<file path="src/rtl/tcdm_port_arbiter.sv">
// Round-robin arbiter sharing one narrow TCDM subsystem port among NumReq requesters.
// Winner IDs are queued in order so each response is routed back to its requester.
module tcdm_port_arbiter #(
    parameter int unsigned NumReq          = 4,
    parameter int unsigned NarrowDataWidth = 64,
    parameter int unsigned TCDMAddrWidth   = 12,
    parameter int unsigned MaxOutstanding  = 4
) (
    input  logic                                          clk_i,
    input  logic                                          rst_ni,
    input  logic [NumReq-1:0]                             req_write_i,
    input  logic [NumReq-1:0][TCDMAddrWidth-1:0]          req_addr_i,
    input  logic [NumReq-1:0][3:0]                        req_amo_i,
    input  logic [NumReq-1:0][NarrowDataWidth-1:0]        req_data_i,
    input  logic [NumReq-1:0][4:0]                        req_user_core_id_i,
    input  logic [NumReq-1:0]                             req_user_is_core_i,
    input  logic [NumReq-1:0][NarrowDataWidth/8-1:0]      req_strb_i,
    input  logic [NumReq-1:0]                             req_q_valid_i,
    output logic [NumReq-1:0]                             req_q_ready_o,
    output logic [NumReq-1:0]                             rsp_p_valid_o,
    output logic [NumReq-1:0][NarrowDataWidth-1:0]        rsp_data_o,
    output logic                                          tcdm_req_write_o,
    output logic [TCDMAddrWidth-1:0]                      tcdm_req_addr_o,
    output logic [3:0]                                    tcdm_req_amo_o,
    output logic [NarrowDataWidth-1:0]                    tcdm_req_data_o,
    output logic [4:0]                                    tcdm_req_user_core_id_o,
    output logic                                          tcdm_req_user_is_core_o,
    output logic [NarrowDataWidth/8-1:0]                  tcdm_req_strb_o,
    output logic                                          tcdm_req_q_valid_o,
    input  logic                                          tcdm_rsp_q_ready_i,
    input  logic                                          tcdm_rsp_p_valid_i,
    input  logic [NarrowDataWidth-1:0]                    tcdm_rsp_data_i,
    output logic                                          err_o
);
    localparam int unsigned IdxW = (NumReq > 1) ? $clog2(NumReq) : 1;
    localparam int unsigned PtrW = (MaxOutstanding > 1) ? $clog2(MaxOutstanding) : 1;
    localparam int unsigned CntW = $clog2(MaxOutstanding + 1);

    typedef enum logic {ARB, HOLD} state_e;

    state_e          state;
    logic [IdxW-1:0] rr_ptr, hold_idx, arb_idx, win_idx, head_idx, cand;
    logic            arb_found;
    logic [IdxW-1:0] id_fifo [MaxOutstanding];
    logic [PtrW-1:0] wr_ptr, rd_ptr;
    logic [CntW-1:0] count;
    logic            fifo_full, fifo_empty, offer, handshake, pop;

    function automatic logic [PtrW-1:0] ptr_inc(input logic [PtrW-1:0] p);
        return (p == PtrW'(MaxOutstanding - 1)) ? '0 : p + PtrW'(1);
    endfunction

    assign fifo_full  = (count == CntW'(MaxOutstanding));
    assign fifo_empty = (count == '0);

    // First valid requester at or after rr_ptr, wrapping around
    always_comb begin
        arb_idx   = rr_ptr;
        arb_found = 1'b0;
        cand      = '0;
        for (int i = 0; i < int'(NumReq); i++) begin
            cand = IdxW'((int'(rr_ptr) + i) % int'(NumReq));
            if (!arb_found && req_q_valid_i[cand]) begin
                arb_found = 1'b1;
                arb_idx   = cand;
            end
        end
    end

    assign win_idx   = (state == HOLD) ? hold_idx : arb_idx;
    assign offer     = ((state == HOLD) ? req_q_valid_i[hold_idx] : (|req_q_valid_i)) & ~fifo_full;
    assign handshake = offer & tcdm_rsp_q_ready_i;
    assign pop       = tcdm_rsp_p_valid_i & ~fifo_empty;
    assign head_idx  = id_fifo[rd_ptr];

    assign tcdm_req_q_valid_o      = offer;
    assign tcdm_req_write_o        = req_write_i[win_idx];
    assign tcdm_req_addr_o         = req_addr_i[win_idx];
    assign tcdm_req_amo_o          = req_amo_i[win_idx];
    assign tcdm_req_data_o         = req_data_i[win_idx];
    assign tcdm_req_user_core_id_o = req_user_core_id_i[win_idx];
    assign tcdm_req_user_is_core_o = req_user_is_core_i[win_idx];
    assign tcdm_req_strb_o         = req_strb_i[win_idx];

    always_comb begin
        req_q_ready_o = '0;
        rsp_p_valid_o = '0;
        if (offer) req_q_ready_o[win_idx] = tcdm_rsp_q_ready_i;
        if (pop)   rsp_p_valid_o[head_idx] = 1'b1;
    end

    for (genvar g = 0; g < NumReq; g++) begin : g_rsp_data
        assign rsp_data_o[g] = tcdm_rsp_data_i;
    end

    // ID storage needs no reset; occupancy is tracked by count
    always_ff @(posedge clk_i) begin
        if (handshake) id_fifo[wr_ptr] <= win_idx;
    end

    always_ff @(posedge clk_i or negedge rst_ni) begin
        if (!rst_ni) begin
            state    <= ARB;
            hold_idx <= '0;
            rr_ptr   <= '0;
            wr_ptr   <= '0;
            rd_ptr   <= '0;
            count    <= '0;
            err_o    <= 1'b0;
        end else begin
            if (state == ARB) begin
                if (offer && !tcdm_rsp_q_ready_i) begin
                    state    <= HOLD;
                    hold_idx <= arb_idx;
                end
            end else if (handshake) begin
                state <= ARB;
            end
            if (handshake) begin
                wr_ptr <= ptr_inc(wr_ptr);
                rr_ptr <= (win_idx == IdxW'(NumReq - 1)) ? '0 : win_idx + IdxW'(1);
            end
            if (pop) rd_ptr <= ptr_inc(rd_ptr);
            if (handshake && !pop)      count <= count + CntW'(1);
            else if (!handshake && pop) count <= count - CntW'(1);
            if (tcdm_rsp_p_valid_i && fifo_empty) err_o <= 1'b1;
        end
    end

endmodule

</file>
<file path="config.mk">
export PLATFORM = sky130hd
export DESIGN_NAME = tcdm_port_arbiter
export DESIGN_NICKNAME = d
export VERILOG_FILES = /design/src/rtl/tcdm_port_arbiter.sv
export SDC_FILE = /design/constraint.sdc
export NUM_CORES = 1
export LEC_CHECK = 0
export ABC_AREA = 1
export CAP_MARGIN = 25
export CORE_AREA = 5 5 312 314
export CTS_CLUSTER_SIZE = 24
export DETAILED_ROUTE_END_ITERATION = 10
export DIE_AREA = 0 0 317 319
export GPL_TIMING_DRIVEN = 0
export REMOVE_ABC_BUFFERS = 1
export SYNTH_ARGS = -nofsm -noshare
export SYNTH_HDL_FRONTEND = slang
export SYNTH_SLANG_ARGS = --single-unit
</file>
<file path="constraint.sdc">
create_clock -name clk_i -period 2.7 [get_ports clk_i]
set_input_delay 0.27 -clock clk_i [delete_from_list [all_inputs] [get_ports clk_i]]
set_output_delay 0.27 -clock clk_i [all_outputs]
set_load 0.005 [all_outputs]
</file>
-- Yosys cells after proc, flatten, opt, wreduce, memory -nomap -nowiden
Memory sizes are Yosys's and may differ from the RTL's.
Index checks and enable logic that the tools add are counted.
W data, S select, Z words.
- logic and storage cells: 103
- input port bits: 452
- memories kept: 1
- ROM bits: 0
- register bits after elaboration: 13
- memory bits (writable): 8
- latch bits: 0
- output and inout port bits: 361
- memory list (memory ; depth ; width ; read ports ; clocked after Yosys merged registers in ; wr ports ; line ; source):
    id_fifo ; 4 ; 2 ; 1 ; 0 ; 1 ; 44 ; logic [IdxW-1:0] id_fifo [MaxOutstanding];
- $lt $le $gt $ge: 9
- eq/ne operators: 4
- shifts and indexed selects: 0
- add/subtract/negate cells: 8
- divide/modulo/power cells: 0
- muxes and demuxes: 48
- bitwise logic cells: 7
- reductions and logical operators: 19
- multipliers: 0
- operators by type and width (cell ; count):
    $bmux W64 S2 ; 1
    $mux W64 ; 1
    $bmux W12 S2 ; 1
    $lt A2 B3 Y1 const B ; 7
    $mux W1 ; 18
    $bmux W8 S2 ; 1
    $bmux W1 S2 ; 7
    $mux W2 ; 7
    $mux W12 ; 1
    $mux W4 ; 3
    $bmux W5 S2 ; 1
    $logic_and A1 B1 Y1 ; 9
    $add A2 B1 Y2 const B ; 4
    $bmux W4 S2 ; 1
    $mux W8 ; 1
    $eq A2 B2 Y1 const B ; 3
    $logic_not A1 Y1 ; 6
    $mux W3 ; 2
    $mux W5 ; 1
    $add A2 B2 Y2 const B ; 2
    $and A4 B4 Y4 ; 1
    $demux W1 S2 ; 2
    $ge A2 B1 Y1 const B ; 2
    $reduce_or A4 Y1 ; 1
    8 further kinds ; 12

-- Depth between registers and ports, before layout
Gate-level depths: netlist of run 1.
- word-level depth: 19
- depth in mapped cells: 18

-- Worst setup path after synthesis of run 1
OpenSTA, ideal clock, no wires.
- path type: flip-flop to flip-flop
- from: register count[0]
- to: register count[1]
- path slack: 0.358 ns
- buffers on the path: 0
- arrival time: 2.217 ns
- required time: 2.575 ns
- stages on the path, launching flop included: 13
- cell sequence: dfrtp_1 > nor2_1 > nand2_1 > o21ai_0 > inv_1 > nand2_1 > inv_1 > nand2_1 > clkinv_1 > ha_1 > inv_1 > fa_1 > mux2_2
- longest elaborated chain between the ends: 7
- elaborated cells between the ends (all ways): 16
- ends and longest elaborated chain (element ; line ; source):
    from (decl) ; 46 ; logic [CntW-1:0] count;
    from (signal assigned) ; 124 ; if (handshake && !pop) count <= count + CntW'(1);
    from (signal assigned) ; 125 ; else if (!handshake && pop) count <= count - CntW'(1);
    $eq A3 B3 Y1 (*) ; 53 ; assign fifo_full = (count == CntW'(MaxOutstanding));
    $not A1 Y1 (*) ; 71 ; assign offer = ((state == HOLD) ? req_q_valid_i[hold_idx] : (|req_q_valid_i)) & ~fifo_full;
    $and A1 B1 Y1 (*) ; 71 ;
    via tcdm_req_q_valid_o ; 29 ; output logic tcdm_req_q_valid_o,
    $and A1 B1 Y1 (*) ; 72 ; assign handshake = offer & tcdm_rsp_q_ready_i;
    via handshake ; 47 ; logic fifo_full, fifo_empty, offer, handshake, pop;
    $logic_not A1 Y1 ; 125 ;
    $logic_and A1 B1 Y1 ; 125 ;
    $reduce_bool A2 Y1 (no line) ; - ;
The timed path passes the listed nets; every way through them passes the cells marked *. The select of a mux whose other input is x is not followed.
A chain may end at the register's enable or synchronous reset.

-- Final worst setup path of run 1
- from: register rr_ptr[0]
- to: output tcdm_req_amo_o[2]
- longest elaborated chain between the ends: 15
- elaborated cells between the ends (all ways): 26
- ends and longest elaborated chain (element ; line ; source):
    from (decl) ; 42 ; logic [IdxW-1:0] rr_ptr, hold_idx, arb_idx, win_idx, head_idx, cand;
    from (signal assigned) ; 121 ; rr_ptr <= (win_idx == IdxW'(NumReq - 1)) ? '0 : win_idx + IdxW'(1);
    parallel branches: the longest is 11 deep, another holds $add A2 B1 Y2 ; - ;
    $mux W2 (*) ; 63 ; if (!arb_found && req_q_valid_i[cand]) begin
    $mux W2 (*) ; 70 ; assign win_idx = (state == HOLD) ? hold_idx : arb_idx;
    $bmux W4 S2 (*) ; 79 ; assign tcdm_req_amo_o = req_amo_i[win_idx];
    $mux W4 (implied by the code) (*) ; 79 ;
    to (decl) ; 24 ; output logic [3:0] tcdm_req_amo_o,
Every way passes the cells marked *. The select of a mux whose other input is x is not followed.

==> summary.md, run 1 <==
| Metric | Value |
|---|---|
| Power per cell area | `1810 nW/um^2` |
| CP required | `2430 ps` |
| R2R Setup Slk | `160 ps` |
| Post-synthesis register bit count | `21` |
| Max Cap Viol | `0` |
| Syn Area/Cell | `5.37 sq um` |
| Fin. Hold Viols | `0` |
| Synth warn | `0` |
| Post-synth cell types | `29` |
| Failing checks | `setup timing` |
| Avg Vias per Cell | `3.91` |
| Pre-antenna DRT Iters | `5` |
| Final worst path period need | `3210 ps` |
| Slew Viols, Final | `0` |
| Max-slew headroom | `0.380` |
| Final WL | `89.8 mm` |
| DRC | `0` |
| Vias | `11895` |
| Power Total | `29.8 mW` |
| Die width | `317 um` |
| Crit path cell chain | `clkinv_4 > nand2_4 > nand3_4 > nand2_4 > nand2_4 > nor2_4 > nand2_4 > nand3_4 > buf_12 > buf_6 > buf_8 > buf_16 > buf_8 > buf_6 > nand3_2 > nand2_2 > nand2_2 > nand2_4 > buf_8` |
| Placement Rows | `113` |
| # setup viols final | `99` |
| Period Utilization, post-route | `1.19` |
| Initial antenna violation count | `9` |
| Core Area | `94300 sq um` |
| # hold bufs at CTS | `0` |
| P_leak | `7.56 nW` |
| Area Overhead vs Synth | `116%` |
| Setup CP Type | `reg -> out` |
| Hpwl dp | `57.4 mm` |
| Post-Place Setup Slack | `-1500 ps` |
| Drt wl/cell | `29.5 um` |
| Cells after Synth | `1417` |
| Num CTS Buffers | `3` |
| Mapped Area | `7610 sq um` |
| Num ports | `813` |
| I/O Buffers | `492` |
| Critical Path Fanout Max | `7` |
| TNS Setup | `-36840 ps` |
| R2r endpoint | `id_fifo[3][0]` |
| CP endpoint kind | `output pin` |
| Critical Path Start | `rr_ptr[0]` |
| First-pass GRT wire length | `107 mm` |
| Sequential share of the synthesized area | `0.0743` |
| Post-synth EDFFs | `8` |
| Worst slew pin tran | `927 ps` |
| Slowest stage delay, CP | `520 ps` |
| H-tree depth | `1` |
| Post-route cell area | `16500 sq um` |
| Worst-case reg-to-reg path depth | `14` |
| DRT antenna net count | `0` |
| Commonest cells after routing, fill and taps aside | `389 x clkdlybuf4s50_1, 377 x nand2_1, 325 x nand3_1` |
| Most common cell after layout, fill and taps aside | `clkdlybuf4s50_1` |
| CTS tree | `yes` |
| CTS root buf | `clkbuf_16` |
| Routability cong. | `0.800` |
| Ys async rst share | `0.619` |
| GRT Resource Usage Total | `0.158` |
| Arrival @ worst endpoint | `2940 ps` |
| Fmax | `312 MHz` |
| Dpl cell area | `11900 sq um` |
| Congestion Overflow GR | `0` |
| Clk slew on worst S/H paths | `60 ps` |
| Critical path's slowest cell | `dfrtp_2` |
| Sink Count | `21` |
| Nets | `2230` |
| Largest net degree at the start of global routing | `80` |
| Share of cells above drive strength 1 | `0.332` |
| Die height | `319 um` |
| Status | `finished with violations` |
| Max Root-Sink Buffers | `2` |
| Starting Density | `0.0807` |
| Die area | `101000 sq um` |
| # fillers | `10665` |
| RR Startpoint | `rr_ptr[0]` |
| DR iter-0 viols | `640` |
| Most used cell along the critical path | `nand2_4` |
| Hold Path Class | `in -> async` |
| RSZ-0062 raised after global routing | `yes` |
| Startpoint types | `flop` |
| Top FF cell, synth | `dfrtp_1` |
| Clk_lat worst skew | `260 ps` |
| Worst Skew | `8.04 ps` |
| Setup WS post-layout | `-507 ps` |
| Worst ir drop on vdd | `0.000813 V` |
| Number of global-route vias before repair | `10847` |
## sequential cells by signal (all words and copies together) (netlist names), named ones only
register / count
id_fifo: 8
count: 3
hold_idx: 2
rd_ptr: 2
rr_ptr: 2
wr_ptr: 2
err_o: 1
## through the flow
| step | utilization | instances | hold WS (ps) |
|---|---|---|---|
| floorplan | - | 1054 | -25.6 |
| global placement | 0.123 | 2811 | 467 |
| detailed placement | 0.127 | 2821 | 466 |
| CTS | 0.155 | 2944 | 421 |
| global route | 0.174 | 3037 | 472 |
| finish | 0.175 | 3041 | 422 |
## how the worst max path moves through the flow
| stage | end | slack, ps | cells after the start |
|---|---|---|---|
| finish | tcdm_req_amo_o[2] | -510 | 19 |
| global route | tcdm_req_data_o[39] | -610 | 18 |
| floorplan | tcdm_req_addr_o[0] | -2720 | 13 |
| CTS | tcdm_req_data_o[61] | -470 | 16 |
| global placement | tcdm_req_data_o[56] | -8130 | 15 |
| detailed placement | tcdm_req_strb_o[7] | -1500 | 14 |
## cell type report
cell class              count  area, sq um  area share
diodes                      7         17.5     0.00106
clock buffers               4         78.8     0.00479
inverters                  26          114     0.00691
multi-input cells        1024         6070       0.369
flip-flops and latches     21          569      0.0346
well taps                1265         1580      0.0961
repair buffers            693         8030       0.488
repair inverters            1         3.75    0.000228
## power breakdown
part | internal (mW) | switching, mW | total [mW] | leakage (nW)
logic | 12.7 | 16.1 | 28.8 | 7.29
registers | 0.504 | 0.172 | 0.676 | 0.225
clock network | 0.201 | 0.112 | 0.314 | 0.0382
total | 13.4 | 16.4 | 29.8 | 7.56
## critical path: cells and delay by family, from the launching register on
family                 cells  cell delay (ps)
buffers and inverters      8             1000
flip-flops                 1              520
AND/OR/NAND/NOR           11             1120
## cells in the mapped netlist (4+ instances only)
master | n | area (sq um)
edfxtp_1 | 8 | 240
a21oi_1 | 5 | 25.0
nand2_1 | 551 | 2070
nand2_2 | 8 | 50.1
inv_1 | 21 | 78.8
buf_1 | 11 | 41.3
nand3_1 | 400 | 2000
clkbuf_1 | 39 | 146
o21ai_0 | 11 | 55.1
buf_4 | 268 | 2010
buf_6 | 12 | 135
buf_2 | 32 | 160
nor2_1 | 14 | 52.6
dfrtp_1 | 13 | 325
ha_1 | 7 | 87.6
inv_2 | 4 | 15.0
## kinds of logic (layout without fill, tap and decap cells)
group | Yosys count | after routing | share of synthesized area
simple gates | 977 | 994 | 0.552
buf+inv | 389 | 724 | 0.342
flops | 21 | 21 | 0.0743
compound gates | 19 | 19 | 0.0136
fa+ha+maj | 8 | 8 | 0.0141
xor+xnor | 2 | 2 | 0.00230
mux | 1 | 1 | 0.00148
other cells | 0 | 7 | 0
## routing by layer
layer / vias to the layer above / GRT usage / routed length [um]
met4: 20 / 0.0253 / 2530
met3: 160 / 0.119 / 15200
li1: 5072 / - / -
met1: 5624 / 0.199 / 38400
met5: - / 0.0483 / 546
met2: 1019 / 0.212 / 33200
## repair_timing
action,CTS,global route
buffers inserted,80,91
resized for setup,633,390
pin swaps,72,179
endpoints found under the setup margin,105,101
gates cloned,40,12
Note: power is estimated with default switching activity, not from simulation.
==> run 2: changes to the inputs <==
--- a/config.mk
+++ b/config.mk
@@ -12,6 +12,7 @@
 export DETAILED_ROUTE_END_ITERATION = 10
 export DIE_AREA = 0 0 317 319
 export GPL_TIMING_DRIVEN = 0
+export MAX_ROUTING_LAYER = met4
 export REMOVE_ABC_BUFFERS = 1
 export SYNTH_ARGS = -nofsm -noshare
 export SYNTH_HDL_FRONTEND = slang
==> run 2 against run 1 <==
  * The run still ends with setup timing left
  * First-iteration DRC count up 13%
  * Sequential share of layout area about the same
  * Clock skew about the same
  * Global-route usage up 0.52 points
  * Critical endpoint unchanged
  * Largest power group unchanged
==> summary.md, run 2 (synthesis gave the netlist of run 1 again) <==
| Metric | Value |
|---|---|
| Area Overhead vs Synth | `116%` |
| Largest net degree at the start of global routing | `80` |
| CTS tree | `yes` |
| Sw Ratio | `0.550` |
| Arrival @ worst endpoint | `2900 ps` |
| Starting Density | `0.0807` |
| Number of global-route vias before repair | `10811` |
| Max Root-Sink Buffers | `2` |
| Drt wl/cell | `29.6 um` |
| Fmax | `315 MHz` |
| Max Cap Viol | `0` |
| Die area | `101000 sq um` |
| Hpwl dp | `57.4 mm` |
| Sequential power share | `0.023` |
| Num ports | `813` |
| RSZ-0062 raised after global routing | `yes` |
| Clk_lat worst skew | `260 ps` |
| Met3 Track Usage GR | `0.108` |
| P_leak | `7.61 nW` |
| Nets | `2224` |
| GR Layer Usage met2 | `0.214` |
| Slew Viols, Final | `0` |
| Initial antenna violation count | `8` |
| H-tree depth | `1` |
| RR Startpoint | `rr_ptr[0]` |
| R2R Setup Slk | `120 ps` |
| Final WL | `89.9 mm` |
| CP endpoint kind | `output pin` |
| Share of cells above drive strength 1 | `0.317` |
| Worst Skew | `7.67 ps` |
| Worst-case reg-to-reg path depth | `15` |
| Die height | `319 um` |
| Placement Rows | `113` |
| CP required | `2430 ps` |
| Setup WS post-layout | `-470 ps` |
| Worst ir drop on vdd | `0.000806 V` |
| DRT antenna net count | `0` |
| Period Utilization, post-route | `1.17` |
| NetSw | `16.4 mW` |
| Setup CP Type | `reg -> out` |
| Post-route cell area | `16400 sq um` |
| DRC | `0` |
| Avg Vias per Cell | `3.89` |
| Largest regs | `id_fifo x8, count x3` |
| GRT Resource Usage Total | `0.163` |
| Pre-antenna DRT Iters | `5` |
| TNS Setup | `-35050 ps` |
| R2r endpoint | `rr_ptr[0]` |
| Comb power frac | `0.967` |
| Fin. Hold Viols | `0` |
| Core Area | `94300 sq um` |
| Clk slew on worst S/H paths | `60 ps` |
| DR iter-0 viols | `725` |
| Internal power component | `13.4 mW` |
| Largest reg by FF count | `id_fifo` |
| Die width | `317 um` |
| CTS root buf | `clkbuf_16` |
| Routability cong. | `0.812` |
| Vias | `11796` |
| Critical Path Fanout Max | `7` |
| Status | `finished with violations` |
| Final worst path period need | `3170 ps` |
| Startpoint types | `flop` |
| Congestion Overflow GR | `0` |
| Sink Count | `21` |
| Failing checks | `setup timing` |
| Dpl cell area | `11900 sq um` |
| Worst slew pin tran | `779 ps` |
| Max-slew headroom | `0.481` |
| Largest register FFs | `8` |
| Most common cell after layout, fill and taps aside | `clkdlybuf4s50_1` |
| I/O Buffers | `492` |
| Grt peak-use layer | `met2` |
| Clock group share of total power | `0.011` |
| Met1 usage | `0.209` |
| Hold Path Class | `in -> async` |
| First-pass GRT wire length | `107 mm` |
| Post-Place Setup Slack | `-1500 ps` |
| Num CTS Buffers | `3` |
| Commonest cells after routing, fill and taps aside | `389 x clkdlybuf4s50_1, 383 x nand2_1, 331 x nand3_1` |
| Power per cell area | `1810 nW/um^2` |
| # setup viols final | `99` |
[run 2: changes by cell type in the layout (fill, tap and decap cells not counted), moves of 5 or more]
cell            previous run  this run
buf_12                    57        52
buf_2                     24        13
buf_4                     57        62
buf_6                     78        72
buf_8                     35        30
dlymetal6s2s_1             9        19
nand2_1                  377       383
nand2_2                  123       113
nand3_1                  325       331
nand3_2                   62        56
[run 2: worst max path at each step]
stage | from | to | cells after the start
final | rr_ptr[0] | tcdm_req_amo_o[2] | 19
after global routing | rr_ptr[0] | tcdm_req_data_o[56] | 18
after CTS | rr_ptr[0] | tcdm_req_data_o[61] | 16
after detailed placement | rr_ptr[0] | tcdm_req_strb_o[7] | 14
after global placement | req_q_valid_i[0] | tcdm_req_data_o[56] | 15
after floorplan | rr_ptr[0] | tcdm_req_addr_o[0] | 13
[run 2: power groups by stage]
stage	logic, mW	clock network (mW)	registers (mW)
6_report	28.8	0.314	0.677
5_1_grt	30.9	0.332	0.692
4_1_cts	25.1	0.313	0.661
3_5_place_dp	17.0	0	0.655
3_3_place_gp	9.88	0	0.622
2_1_floorplan	5.91	0	0.607
[run 2: routing by layer]
metal | wire length, um | up-vias | part of all wire
li1 | - | 5076 | -
met1 | 38800 | 5573 | 0.43
met2 | 33400 | 1028 | 0.37
met3 | 15300 | 119 | 0.17
met4 | 2250 | 0 | 0.025
met5 | 0 | - | 0
[run 2: layout make-up]
cell class	instances	area [sq um]
multi-input combinational	1026	6070
timing repair buffer	685	8010
antenna	7	17.5
sequential	21	568
timing repair inverter	1	3.75
fill	10667	77900
clock buffer	4	78.8
inverter	26	116
tap	1265	1580
[run 2: timing repair]
| item | in CTS | in global routing |
|---|---|---|
| pin swaps | 72 | 157 |
| gates resized for setup | 633 | 345 |
| setup buffers | 80 | 80 |
| hold buffers | 0 | 0 |
| gates cloned | 40 | 14 |
| endpoints found under the setup margin | 105 | 101 |
[run 2: stage by stage]
step	std cells	hold slack [ps]	utilization	power, mW
2_1_floorplan	1054	-25.6	-	6.52
3_3_place_gp	2811	467	0.123	10.5
3_5_place_dp	2821	466	0.127	17.7
4_1_cts	2944	421	0.155	26.0
5_1_grt	3033	473	0.174	32.0
6_report	3035	417	0.174	29.8
[run 2: worst max-delay path, cell delays in order, from the launching register on]
cell      delay (ps)
dfrtp_2          520
clkinv_4         160
nand2_4          120
nand3_4           80
nand2_4          120
nand2_4           80
nor2_4           200
nand2_4           80
nand3_4          110
buf_12           140
buf_6            110
buf_8            110
buf_16           100
buf_8            120
buf_6            100
nand3_2           60
nand2_2           90
nand2_2           70
nand2_4           80
buf_8            140
==> run 3: changes to the inputs <==
--- a/config.mk
+++ b/config.mk
@@ -5,12 +5,11 @@
 export SDC_FILE = /design/constraint.sdc
 export NUM_CORES = 1
 export LEC_CHECK = 0
-export ABC_AREA = 1
 export CAP_MARGIN = 25
-export CORE_AREA = 5 5 312 314
+export CORE_AREA = 2 2 318 320
 export CTS_CLUSTER_SIZE = 24
 export DETAILED_ROUTE_END_ITERATION = 10
-export DIE_AREA = 0 0 317 319
+export DIE_AREA = 0 0 320 322
 export GPL_TIMING_DRIVEN = 0
 export MAX_ROUTING_LAYER = met4
 export REMOVE_ABC_BUFFERS = 1
==> run 3 against run 2 <==
  * The run still ends with setup timing left
  * Clock power hardly changed
  * Die area is 1.9% higher
  * Non-clock buffer count is 71 lower
  * Combinational power is 53% lower
==> summary.md, run 3 <==
| Metric | Value |
|---|---|
| Status | `finished with violations` |
| Failing checks | `setup timing` |
| Mapped Area | `6240 sq um` |
| # setup viols final | `87` |
| GRT Resource Usage Total | `0.129` |
| RSZ-0062 raised after global routing | `yes` |
| Critical path's slowest cell | `dfrtp_2` |
| H-tree depth | `1` |
| Arrival @ worst endpoint | `2870 ps` |
| Internal power component | `7.90 mW` |
| Synth top area share | `0.459` |
| DRC | `0` |
| Post-synthesis register bit count | `21` |
| Final WL | `68.1 mm` |
| Hpwl dp | `58.7 mm` |
| First-pass GRT wire length | `81.4 mm` |
| Commonest cells after routing, fill and taps aside | `392 x clkdlybuf4s50_1, 235 x mux2i_1, 84 x buf_4` |
| Share of cells above drive strength 1 | `0.277` |
| Core Area | `99600 sq um` |
| Max-slew headroom | `0.593` |
| Initial antenna violation count | `9` |
| Power Total | `14.4 mW` |
| Post-route cell area | `12600 sq um` |
| P_leak | `4.86 nW` |
| Clk slew on worst S/H paths | `60 ps` |
| Hold Path Class | `in -> async` |
| Dpl cell area | `10900 sq um` |
| Max Cap Viol | `0` |
| Non-filler cells, final | `2313` |
| Buf/Inv on CP | `8` |
| Post-synth EDFFs | `8` |
| CTS tree | `yes` |
| Sequential share of the synthesized area | `0.0907` |
| Largest reg by FF count | `id_fifo` |
| Die height | `322 um` |
| Synth warn | `0` |
| Sw Ratio | `0.451` |
| Final Util | `0.126` |
| Drt wl/cell | `29.5 um` |
| Comb power frac | `0.933` |
| TNS Setup | `-18130 ps` |
| Setup CP Type | `reg -> out` |
| Setup WS post-layout | `-441 ps` |
| Vias | `6575` |
| Clock group share of total power | `0.022` |
| Num ports | `813` |
| Largest register FFs | `8` |
| Worst ir drop on vdd | `0.000662 V` |
| Slew Viols, Final | `0` |
| Fmax | `318 MHz` |
| Ys async rst share | `0.619` |
| Routability cong. | `0.808` |
| Placement Rows | `116` |
| CP endpoint kind | `output pin` |
| Num CTS Buffers | `3` |
| Fin. Hold Viols | `0` |
| CTS root buf | `clkbuf_16` |
| Final worst path period need | `3140 ps` |
| DR iter-0 viols | `216` |
| Pre-antenna DRT Iters | `4` |
| Startpoint types | `flop` |
| # hold bufs at CTS | `0` |
| Starting Density | `0.0627` |
| Clk_lat worst skew | `260 ps` |
| Power per cell area | `1150 nW/um^2` |
| Most frequent cell after synthesis | `mux2i_1` |
| Congestion Overflow GR | `0` |
| Die width | `320 um` |
| Cells after Synth | `685` |
| Post-synth cell types | `36` |
| Top cells by area, synth | `mux2i_1 46%, buf_4 33%, dfrtp_1 5.2%, edfxtp_1 3.9%, ha_1 1.4%` |
| Commonest cells in the synthesized netlist | `286 x mux2i_1, 275 x buf_4, 13 x dfrtp_1` |
| Die area | `103000 sq um` |
| Sequential power share | `0.045` |
| Post-synth top area cell | `mux2i_1` |
| NetSw | `6.49 mW` |
| Area Overhead vs Synth | `101%` |
| Largest net degree at the start of global routing | `50` |
| Max Root-Sink Buffers | `2` |
| Avg Vias per Cell | `2.84` |
| Post-Place Cells | `2201` |
| CP delay by family, top | `buffers and inverters` |
| Period Utilization, post-route | `1.16` |
| Worst slew pin tran | `609 ps` |
| I/O Buffers | `492` |
| Largest regs | `id_fifo x8, count x3` |
| CP required | `2430 ps` |
| Slowest stage delay, CP | `440 ps` |
| Nets | `1472` |
| Sink Count | `21` |
| Top FF cell, synth | `dfrtp_1` |
| Worst Skew | `2.71 ps` |
| Most common cell after layout, fill and taps aside | `clkdlybuf4s50_1` |
| Number of global-route vias before repair | `6786` |
| Critical Path Fanout Max | `8` |
| Crit path cell chain | `mux2i_2 > o2bb2ai_4 > o31ai_4 > buf_6 > buf_12 > buf_16 > buf_16 > buf_12 > buf_12 > buf_16 > mux2i_4 > mux2i_2 > buf_6` |
| DRT antenna net count | `0` |
| Syn Area/Cell | `9.11 sq um` |
run 3: cell types whose count changed in the layout (fill, tap and decap cells not counted), sizes merged, moves of 8 or more:
cell	change
buf	-52
clkbuf	-13
dlygate4sd2	+12
dlymetal6s2s	-19
inv	-17
mux2i	+286
nand2	-565
nand3	-405
o21ai	-8
run 3: logic make-up (layout without fill, tap and decap cells):
group	count (synthesis)	count (layout)	synth area share
buffers and inverters	300	626	0.354
DFF	21	21	0.0907
adders and majority gates	8	8	0.0172
AOI/OAI and AO/OA	13	13	0.0183
other	0	4	0
muxes	293	293	0.477
xor gates and xnor gates	3	3	0.00421
and+or+nand+nor	47	47	0.0389
run 3: layer usage:
layer / vias to the layer above / GRT usage / part of all wire
li1: 2777 / - / -
met1: 3076 / 0.141 / 0.40
met2: 687 / 0.176 / 0.39
met3: 35 / 0.119 / 0.20
met4: 0 / 0.0118 / 0.0091
met5: - / - / 0
run 3: path summary, 6_finish.rpt:
path / start / end / slack, ps / cells past startpoint
setup reg to reg: hold_idx[0] / count[1] / 270 / 7
max in group asynchronous: rst_ni / async pin / 1870 / 1
hold reg to reg: count[2] / count[2] / 500 / 1
setup / recovery: rr_ptr[1] / tcdm_req_data_o[2] / -440 / 13
min in group clk_i: count[2] / count[2] / 500 / 1
hold / removal: rst_ni / rr_ptr[0] / 400 / 1
run 3: area by class of cell:
cell class / count / area [sq um]
timing repair buffer: 614 / 6390
inverter: 8 / 30.0
sequential: 21 / 569
clock buffer: 3 / 75.1
multi-input combinational: 364 / 3860
clock inverter: 1 / 5.00
fill: 11406 / 87000
antenna: 4 / 10.0
tap: 1298 / 1620
run 3: power by group through the flow:
stage	Combinational [mW]	Sequential, mW	Clock (mW)
5_1_grt	14.6	0.672	0.337
4_1_cts	13.4	0.635	0.318
6_report	13.4	0.645	0.314
3_3_place_gp	7.53	0.620	0
3_5_place_dp	10.6	0.640	0
2_1_floorplan	4.75	0.596	0
run 3: stage by stage:
stage	hold slack, ps	worst slack [ps]
after detailed placement	491	-2330
final	396	-441
after global placement	488	-11310
after global routing	447	-535
after floorplan	-25.6	-6120
after CTS	418	-525
run 3: what timing repair did:
action                                  CTS  global route
resized for setup                       620            72
buffers inserted                         82            28
gates cloned                              7             1
pin swaps                                 3             4
endpoints found under the setup margin  101           101
==> patch 1 (flow settings as in run 1) <==
Reset style: synchronous (`rst_ni`), changed in one clocked block.
--- a/src/rtl/tcdm_port_arbiter.sv
+++ b/src/rtl/tcdm_port_arbiter.sv
@@ -98,7 +98,7 @@
         if (handshake) id_fifo[wr_ptr] <= win_idx;
     end
 
-    always_ff @(posedge clk_i or negedge rst_ni) begin
+    always_ff @(posedge clk_i) begin
         if (!rst_ni) begin
             state    <= ARB;
             hold_idx <= '0;
Function: not settled (the Yosys comparison gave no result); the edit may change what the design does.
==> patch 1 against run 1 <==
The flow still finishes with violations (setup timing). Final area fell by 0.64%. Critical endpoint is now tcdm_req_data_o[12]. Critical path depth rose by 1. Area after synthesis rose by 0.64%. Register-to-register slack got worse by 0.12 ns. Largest power group unchanged. Sequential cell count rose by 2. Maximum frequency rose by 6.1%. Final cell count fell by 0.16%. Critical path type unchanged. Total power rose by 15%. Routed wire length fell by 0.19%. Setup slack improved by 0.18 ns. Largest cell class unchanged.
==> patch 1: results <==
metrics = {
    "layout": {
        "signal_buffers": 681,
        "nonClkBufAreaFrac": 0.4805,
        "num_antenna_cells": 2,
        "seq_share": 0.03396,
        "multi_input_area_sq_mm": 0.006115,
        "inverters": 35,
        "num-multi-input-gates": 1026,
        "drive_gt1_frac": 0.3431,
    },
    "timing": {
        "clock_skew_ns": 0.006419,
        "tns_ns": -23.01,
        "relSlewSlack": 0.4626,
        "setup_ws_ns": -0.3236,
        "finalSetupViolCount": 98,
    },
    "global_route": {
        "grt.met2_usage": 0.2176,
        "antenna_found_initial": 8,
        "grt_pass1_vias": 11440,
        "grt_pass1_wl_um": 109000,
        "use_met1": 0.2004,
        "grt_use_met3": 0.1173,
        "grt_usage": 0.1599,
        "grt_max_degree": 84,
    },
    "placed_design": {
        "dp_hpwl_um": 56540,
        "place_ws_ns": -1.495,
        "dp.cells": 2837,
        "place_congestion": 0.7860,
    },
    "setup_path": {
        "crit_slowest_cell": "dfxtp_4",
        "crit_path_max_incr_delay_ns": 0.44,
        "path_delay_family": "buffers and inverters",
        "cp.arrival_ns": 2.75,
    },
    "power_and_ir_drop": {
        "internal_power_mw": 15.58,
        "seqPwrFrac": 0.019,
        "powerSeq_mw": 0.663,
        "comb-power_mw": 33.1,
        "cellLeakagePower_nw": 7.348,
        "peakVddDrop_v": 0.001096,
    },
    "status": {
        "status": "finished, violations left",
        "violations": "setup timing",
    },
    "routing": {
        "wl_met2_um": 33780,
        "wl_met1_um": 37650,
        "wl_met3_um": 15260,
        "wl_per_cell_um": 29.53,
    },
    "logic_synthesis": {
        "synthMuxAreaShare": 0,
        "synth.area.top_cells": "nand2_1 27%, buf_4 27%, nand3_1 26%",
        "ys_async_sr_fraction": 0,
        "synthCells": 1435,
        "synth_xor_xnor_area_share": 0.001143,
        "synthTopCellsByCount": "547 x nand2_1, 400 x nand3_1, 273 x buf_4",
        "ys_types": 26,
    },
    "worst_hold_path": {
        "hp-class": "register to register",
    },
    "cts": {
        "clkSinkCount": 23,
    },
}
[patch 1: cell count changes after synthesis, moves of 2 or more]
cell      change
dfxtp_1      +15
dfrtp_1      -13
inv_1        +10
a21oi_1       +8
buf_1         -7
clkbuf_1      +6
buf_4         +5
nand2_1       -4
nor2_1        +2
[patch 1: repair_timing]
item	4_1_cts	5_1_grt
setup endpoints to repair	107	103
setup buffers	84	69
gates resized for setup	746	283
hold buffers	0	0
cloned	44	14
pin swaps	103	154
[patch 1: worst paths after layout]
path,depth (start not counted),to,from,slack [ns]
hold / removal,2,err_o$_SDFFE_PN0P_,err_o$_SDFFE_PN0P_,0.47
hold reg to reg,2,err_o$_SDFFE_PN0P_,err_o$_SDFFE_PN0P_,0.47
setup reg to reg,20,rr_ptr[0]$_SDFFE_PN0P_,rr_ptr[0]$_SDFFE_PN0P_,0.04
setup / recovery,20,tcdm_req_data_o[12],rr_ptr[0]$_SDFFE_PN0P_,-0.32
==> patch 2 (flow settings as in run 1) <==
Without the edit above. Set the parameter `NarrowDataWidth` to 56 (it was 64).
--- a/src/rtl/tcdm_port_arbiter.sv
+++ b/src/rtl/tcdm_port_arbiter.sv
@@ -2,7 +2,7 @@
 // Winner IDs are queued in order so each response is routed back to its requester.
 module tcdm_port_arbiter #(
     parameter int unsigned NumReq          = 4,
-    parameter int unsigned NarrowDataWidth = 64,
+    parameter int unsigned NarrowDataWidth = 56,
     parameter int unsigned TCDMAddrWidth   = 12,
     parameter int unsigned MaxOutstanding  = 4
 ) (
Ports: changed (6 resized); port bits go from 813 to 728. No check against the original RTL was run, so the function may have changed too.
==> patch 2 against run 1 <==
The flow still finishes with violations (setup timing). Register-to-register slack got worse by 0.06 ns. Area after synthesis fell by 1.7%. Non-clock buffer count fell by 77. Combinational power fell by 9.7%. Critical path depth did not move. Total power fell by 9.4%. Sequential cell count did not move. Sequential share of layout area rose by 0.20 points. First-iteration DRC count fell by 30%. Routed wire length fell by 17%. Worst hold slack improved by 0.0036 ns. Maximum frequency rose by 6.6%. Setup slack improved by 0.20 ns. Final area fell by 5.4%. Critical path type unchanged. Largest cell class unchanged. Largest power group unchanged.
==> patch 2: results <==
metrics = {
    "setup_path": {
        "rr_startpoint": "hold_idx[0]$_DFFE_PN0P_",
        "rr_endpoint": "count[2]$_DFFE_PN0P_",
        "reg2reg_slack_ns": 0.10,
    },
    "logic_synthesis": {
        "seq_area_frac_synth": 0.07556,
        "synth.area.top_cells": "nand2_1 25%, buf_4 23%, nand3_1 19%",
        "ys_types": 32,
    },
    "layout": {
        "num_antenna_cells": 0,
        "drive_gt1_frac": 0.4016,
        "num-nets-final": 2018,
    },
    "timing": {
        "tightest_slew_ns": 0.6587,
        "fin_hold_ws_ns": 0.4257,
        "setup_ws_ns": -0.3092,
        "finalSetupViolCount": 89,
        "clock_skew_ns": 0.002597,
    },
    "placed_design": {
        "portBuffers": 447,
        "dp.cells": 2697,
    },
    "routing": {
        "wirelength_um": 74920,
        "num_vias": 10560,
    },
    "power_and_ir_drop": {
        "internal_power_mw": 12.36,
        "power_mw": 26.97,
        "peakVddDrop_v": 0.0008059,
    },
    "global_route": {
        "grt_pass1_vias": 10480,
        "grt_pass1_wl_um": 93660,
        "grt_usage": 0.1353,
    },
    "status": {
        "status": "finished, violations left",
        "violations": "setup timing",
    },
}
patch 2: changes by cell type in the layout (fill, tap and decap cells not counted), moves of 18 or more:
cell                    run 1  this run
nand3_2                    62       164
nand2_4                    53        35
nand3_1                   325       171
buf_4                      57        35
nand2_1                   377       354
clkdlybuf4s50_1           389       356
patch 2: logic make-up (layout without fill, tap and decap cells):
group / count (synthesis) / count (layout) / share of synthesized area
AO/OA/AOI/OAI: 18 / 18 / 0.01371
XOR/XNOR: 2 / 2 / 0.002341
adder cells (fa/ha/maj): 8 / 8 / 0.01438
buffers and inverters: 349 / 648 / 0.3195
flip-flops: 21 / 21 / 0.07556
multiplexers: 1 / 1 / 0.001504
AND/OR/NAND/NOR: 897 / 903 / 0.5731
patch 2: metal layers:
layer,vias to the layer above,track usage,part of all wire
li1,4603,-,-
met1,5005,0.1639,0.41
met2,836,0.1867,0.38
met3,104,0.09786,0.17
met4,12,0.03608,0.033
met5,-,0.03835,0.0055
patch 2: repair_timing:
action | 4_1_cts | 5_1_grt
buffers inserted | 105 | 29
pin swaps | 148 | 162
gates cloned | 40 | 4
setup endpoints to repair | 101 | 92
gates resized for setup | 729 | 244
patch 2: critical path: cells and delay by family, from the launching register on:
kind,cells,cell delay (ns)
buffers and inverters,7,0.99
and+or+nand+nor,12,0.94
DFF,1,0.51
patch 2: cell type report:
type	instances	area (sq um)
Clock buffer	3	75.07
Clock inverter	1	5.005
Fill cell	10670	78730
Inverter	27	122.6
Multi-Input combinational cell	932	6002
Sequential cell	21	569.3
Tap cell	1265	1583
Timing Repair Buffer	616	7209
Timing Repair inverter	1	6.256
